--- config.mk ---
export PLATFORM = sky130hd
export DESIGN_NAME = morse_digit_player
export DESIGN_NICKNAME = d
export VERILOG_FILES = /design/src/rtl/morse_pkg.sv /design/src/rtl/morse_unit_timer.sv /design/src/rtl/morse_digit_player.sv
export SDC_FILE = /design/constraint.sdc
export NUM_CORES = 1
export LEC_CHECK = 0
export BUFFER_PORTS_ARGS = -buffer_cell sky130_fd_sc_hd__buf_2
export CORE_MARGIN = 8
export CORE_UTILIZATION = 61
export CTS_CLUSTER_SIZE = 25
export DETAILED_ROUTE_END_ITERATION = 16
export PLACE_DENSITY = 0.79
export SETUP_SLACK_MARGIN = 0.1
export SKIP_CTS_REPAIR_TIMING = 1
export SYNTH_ARGS = -nofsm -noshare
export SYNTH_HDL_FRONTEND = slang
export SYNTH_HIERARCHICAL = 1
export SYNTH_SLANG_ARGS = --single-unit
--- constraint.sdc ---
create_clock -name clk -period 4 [get_ports clk]
set_input_delay 0.4 -clock clk [delete_from_list [all_inputs] [get_ports clk]]
set_output_delay 0.4 -clock clk [all_outputs]
set_load 0.02 [all_outputs]
--- src/rtl/morse_pkg.sv ---
// Shared types, timing constants and the digit-to-Morse lookup for morse_digit_player.
package morse_pkg;

    typedef enum logic [1:0] {
        StIdle,
        StMark,
        StSpace,
        StCgap
    } state_t;

    // MSB is sent first; 0 = dot, 1 = dash.
    typedef logic [4:0] code_t;

    localparam logic [1:0] DOT_UNITS  = 2'd1;
    localparam logic [1:0] DASH_UNITS = 2'd3;
    localparam logic [1:0] GAP_UNITS  = 2'd1;
    localparam logic [1:0] CGAP_UNITS = 2'd3;

    function automatic code_t digit_code(input logic [3:0] d);
        code_t c;
        case (d)
            4'd1:    c = 5'b01111;
            4'd2:    c = 5'b00111;
            4'd3:    c = 5'b00011;
            4'd4:    c = 5'b00001;
            4'd5:    c = 5'b00000;
            4'd6:    c = 5'b10000;
            4'd7:    c = 5'b11000;
            4'd8:    c = 5'b11100;
            4'd9:    c = 5'b11110;
            default: c = 5'b11111;
        endcase
        return c;
    endfunction

    function automatic logic [1:0] mark_units(input logic dash);
        return dash ? DASH_UNITS : DOT_UNITS;
    endfunction

endpackage

--- src/rtl/morse_unit_timer.sv ---
// Loadable down-counter timing one Morse phase of 1 or 3 units.
module morse_unit_timer
#(
    parameter int unsigned UNIT_CYCLES = 12_500_000
) (
    input  logic       clk,
    input  logic       rst,
    input  logic       load,
    input  logic [1:0] units,
    output logic       expire,
    output logic       near_expire
);
    import morse_pkg::*;

    localparam int unsigned CW = $clog2(3 * UNIT_CYCLES);
    localparam logic [CW-1:0] LONG_LOAD  = CW'(3 * UNIT_CYCLES - 1);
    localparam logic [CW-1:0] SHORT_LOAD = CW'(UNIT_CYCLES - 1);

    logic [CW-1:0] cnt_q;

    always_ff @(posedge clk) begin
        if (!rst) begin
            cnt_q <= '0;
        end else if (load) begin
            cnt_q <= (units == DASH_UNITS) ? LONG_LOAD : SHORT_LOAD;
        end else if (cnt_q != '0) begin
            cnt_q <= cnt_q - CW'(1);
        end
    end

    assign expire      = (cnt_q == '0);
    // One cycle before the final one; lets the parent register a last-cycle flag.
    assign near_expire = (cnt_q == CW'(1));

endmodule

--- src/rtl/morse_digit_player.sv ---
// Plays a decimal digit as timed Morse on tone. Optional one-entry request queue
// enabled by MORSE_DIGIT_PLAYER_QUEUE_EN (adds the queued output).
module morse_digit_player
#(
    parameter int unsigned UNIT_CYCLES = 12_500_000
) (
    input  logic       clk,
    input  logic       rst,
    input  logic       start,
    input  logic [3:0] digit,
    output logic       busy,
    output logic       tone,
`ifdef MORSE_DIGIT_PLAYER_QUEUE_EN
    output logic       queued,
`endif
    output logic       done
);
    import morse_pkg::*;

    state_t     state_q, state_d;
    code_t      code_q, code_d;
    logic [2:0] idx_q, idx_d;
    logic       tone_q, busy_q, done_q;

    logic       tmr_load;
    logic [1:0] tmr_units;
    logic       tmr_expire;
    logic       tmr_near_expire;

    logic       launch;
    code_t      launch_code;

`ifdef MORSE_DIGIT_PLAYER_QUEUE_EN
    logic       q_valid_q, q_valid_d;
    code_t      q_code_q, q_code_d;
`endif

    morse_unit_timer #(
        .UNIT_CYCLES (UNIT_CYCLES)
    ) u_timer (
        .clk         (clk),
        .rst         (rst),
        .load        (tmr_load),
        .units       (tmr_units),
        .expire      (tmr_expire),
        .near_expire (tmr_near_expire)
    );

    always_comb begin
        state_d     = state_q;
        code_d      = code_q;
        idx_d       = idx_q;
        tmr_load    = 1'b0;
        tmr_units   = DOT_UNITS;
        launch      = 1'b0;
        launch_code = code_q;
`ifdef MORSE_DIGIT_PLAYER_QUEUE_EN
        q_valid_d   = q_valid_q;
        q_code_d    = q_code_q;
`endif

        case (state_q)
            StIdle: begin
                if (start) begin
                    launch      = 1'b1;
                    launch_code = digit_code(digit);
                end
            end
            StMark: begin
                if (tmr_expire) begin
                    tmr_load = 1'b1;
                    if (idx_q != 3'd0) begin
                        state_d   = StSpace;
                        tmr_units = GAP_UNITS;
                    end else begin
                        state_d   = StCgap;
                        tmr_units = CGAP_UNITS;
                    end
                end
            end
            StSpace: begin
                if (tmr_expire) begin
                    idx_d     = idx_q - 3'd1;
                    state_d   = StMark;
                    tmr_load  = 1'b1;
                    tmr_units = mark_units(code_q[idx_d]);
                end
            end
            StCgap: begin
                if (tmr_expire) begin
`ifdef MORSE_DIGIT_PLAYER_QUEUE_EN
                    if (q_valid_q) begin
                        launch      = 1'b1;
                        launch_code = q_code_q;
                        q_valid_d   = 1'b0;
                    end else
`endif
                    if (start) begin
                        // Back-to-back request: no idle cycle between characters.
                        launch      = 1'b1;
                        launch_code = digit_code(digit);
                    end else begin
                        state_d = StIdle;
                    end
                end
            end
            default: state_d = StIdle;
        endcase

`ifdef MORSE_DIGIT_PLAYER_QUEUE_EN
        if (start && state_q != StIdle && !q_valid_q &&
            !(state_q == StCgap && tmr_expire)) begin
            q_valid_d = 1'b1;
            q_code_d  = digit_code(digit);
        end
`endif

        if (launch) begin
            code_d    = launch_code;
            idx_d     = 3'd4;
            state_d   = StMark;
            tmr_load  = 1'b1;
            tmr_units = mark_units(launch_code[4]);
        end
    end

    always_ff @(posedge clk) begin
        if (!rst) begin
            state_q <= StIdle;
            code_q  <= '0;
            idx_q   <= '0;
            tone_q  <= 1'b0;
            busy_q  <= 1'b0;
            done_q  <= 1'b0;
        end else begin
            state_q <= state_d;
            code_q  <= code_d;
            idx_q   <= idx_d;
            tone_q  <= (state_d == StMark);
            busy_q  <= (state_d != StIdle);
            done_q  <= (state_q == StCgap) && tmr_near_expire;
        end
    end

`ifdef MORSE_DIGIT_PLAYER_QUEUE_EN
    always_ff @(posedge clk) begin
        if (!rst) begin
            q_valid_q <= 1'b0;
            q_code_q  <= '0;
        end else begin
            q_valid_q <= q_valid_d;
            q_code_q  <= q_code_d;
        end
    end

    assign queued = q_valid_q;
`endif

    assign tone = tone_q;
    assign busy = busy_q;
    assign done = done_q;

endmodule
==> results by group <==
Worst setup path
  – Critical Path Source Type: flip-flop
  – Crit Path Class: reg2reg
  – Critical Path RT: 4240 ps
  – Delay-heaviest family, CP: simple AND/OR/NAND/NOR gates
  – CP Cell Sequence: inv_1 > ha_1 > nor3b_1 > nand4_1 > nor2_2 > a21oi_2 > or2_0 > nand2_1 > inv_1 > nand2_1 > a211oi_1 > a31o_1
  – CP Buf/Inv Count: 2
  – Worst EP arrival: 3560 ps
  – CP max FO: 15
  – CP max-delay cell: inv_1
  – Crit path largest cell delay: between 400 and 500 ps
  – CP endpoint kind: flip-flop

Logic synthesis
  – Synth cell types: 59
  – Synth area leaders: dfxtp_1, a21oi_1, xor2_1, ha_1, nor2_1
  – Syn Inst Count: 264
  – Syn Std Cell Area: 2250 sq um
  – Post-synth top flop: dfxtp_1
  – EDFF count, synth: 0
  – Mean Syn Cell Area: 8.51 sq um
  – Most common cell in the netlist: dfxtp_1
  – Largest area contributor in the synthesized netlist: dfxtp_1
  – Synth async-reset ratio: 0
  – Synth warnings: 6
  – Post-synthesis sequential area ratio: 0.347
  – Yosys top cell area share: 0.347
  – Post-synth top cells: dfxtp_1, nor2_1, a21oi_1
  – Flops & latches, synth: 39

Routing
  – Final WL: 4.67 mm
  – Vias: 1,892
  – Initial DRC count: about 170
  – Detailed Routing Iterations Pass 1: 4
  – Via density: 5.86
  – DRT antenna net count: 0
  – WL per Instance: 14.4 microns
  – DRC Markers: 0

Pwr
  – Leak: roughly 0.90 nW
  – Peak supply drop: approximately 0.28 mV
  – Power per standard cell area: 486 nW/um^2

Placed design
  – Count of input and output buffers: 9
  – Post-DP HPWL: 3.41 mm
  – Routability cong.: 0.885

Global route
  – First-pass GRT wire length: between 7 and 8 mm
  – Overall routing resource usage: 0.162
  – Largest net degree at the start of global routing: 18
  – Vias in the first global route: 1,805
  – Overflow after GRT: 0
  – Initial antenna violation count: 0

Clock network
  – H-tree depth: 2
  – Clk Latency, worst-skew pair: 290 ps
  – CTS tree: built
  – Num CTS Buffers: 5
  – Clk sinks: 39
  – Largest buffer count on any clock path: 2
  – Reg clk slew, reported paths: 80 ps
  – Root Buffer: clkbuf_8

Floorplan
  – Die footprint: 5880 sq um
  – # rows: 22
  – Height of the die: 76.7 microns
  – Io pins: 10
  – Die Span X: ~77 microns
  – Initial core utilization: 0.623
  – Core region area: 3610 sq um

Timing
  – Setup_tns: 0 ps
  – Worst-Margin Slew: 538 ps
  – Final Critical Period: 3310 ps
  – Setup violations, final: 0
  – Crit share post-route: 0.828
  – RSZ-0062 raised after global routing: no
  – Setup skew after layout: 8.34 ps
  – Max frequency: 302 MHz
  – Final-report hold violation count: 0
  – Max-slew violations: 0
  – Worst slew margin: 0.632

Final layout
  – Layout cell share with drive strength beyond 1: 0.131
  – FILL cells: 316
  – Antenna Cells: 0
  – Final core occ: 0.674
  – P&R area growth vs syn: 8.18%
  – Final #Nets: 289

Job
  – Maxcap violations: 0

Min path
  – Worst hold path type: in2reg

Status
  – Status: complete, no violations
[state kept, by name, indices dropped and copies added, names as in the netlist]
| name | count |
|---|---|
| idx_q | 3 |
| done | 1 |
| u_timer/cnt_q | 26 |
| code_q | 5 |
| state_q | 2 |
| tone | 1 |
| busy | 1 |
[stage by stage]
step                      hold WS (ps)  instances  cell area, sq um  power [W]  setup WS [ps]
after floorplan                    452        265              2250   0.000811           1120
after global placement             477        315              2330   0.000888            977
after detailed placement           490        315              2330   0.000896            786
after CTS                          414        323              2430    0.00119            750
after global routing               427        323              2430    0.00126            403
final                              424        323              2430    0.00118            686
[where the power goes]
part | leakage [nW] | internal (W) | total, W | switching, W
registers | 0.321 | 0.000447 | 0.000509 | 0.0000619
logic | 0.524 | 0.000158 | 0.000384 | 0.000226
clock network | 0.0515 | 0.000157 | 0.000289 | 0.000132
[final timing paths]
| check | startpoint | end | slack (ps) | cells past startpoint |
|---|---|---|---|---|
| worst max register to register | u_timer/cnt_q[0] | u_timer/cnt_q[15] | 690 | 12 |
| worst max-delay path | u_timer/cnt_q[0] | u_timer/cnt_q[15] | 690 | 12 |
| worst min-delay path | digit[0] | code_q[3] | 420 | 3 |
| worst min register to register | u_timer/cnt_q[22] | u_timer/cnt_q[22] | 500 | 2 |
[cell usage in the layout (no fill, tap or decap), types with 6 or more instances in the layout]
cell	n
o211ai_1	9
xnor2_1	9
nor3_1	11
clkbuf_8	7
inv_1	16
nand2_1	13
nand3_1	9
a21oi_1	22
nor4_1	6
xor2_1	12
dfxtp_1	39
nor2_1	23
o21ai_1	6
ha_1	8
buf_2	9
[layer usage]
metal,up-vias,GRT usage,wire length [microns]
met5,-,0,0
met4,0,0.0712,63
met3,8,0.0478,222
met2,38,0.253,2170
met1,874,0.201,2200
li1,972,-,-
[cell type report]
| cell class | instances | area [sq um] | share of cell area |
|---|---|---|---|
| Multi-Input combinational cell | 200 | 1360 | 0.560 |
| Sequential cell | 39 | 781 | 0.321 |
| Timing Repair Buffer | 12 | 67.6 | 0.0278 |
| Tap cell | 48 | 60.1 | 0.0247 |
| Inverter | 16 | 60.1 | 0.0247 |
| Clock buffer | 8 | 100 | 0.0412 |
[worst min-delay path, delay by kind of cell]
kind	cells	cell delay, ps
AND/OR/NAND/NOR	1	70
AO/OA/AOI/OAI	1	80
buffers and inverters	1	120
[logic make-up after synthesis]
group / after synthesis / synth area share
compound gates: 64 / 0.188
xor+xnor: 21 / 0.0819
fa+ha+maj: 8 / 0.0445
buf+inv: 26 / 0.0479
flops: 39 / 0.347
mux: 5 / 0.0278
other cells: 1 / 0.00167
simple gates: 100 / 0.261
Note: power is estimated with default switching activity, not from simulation.
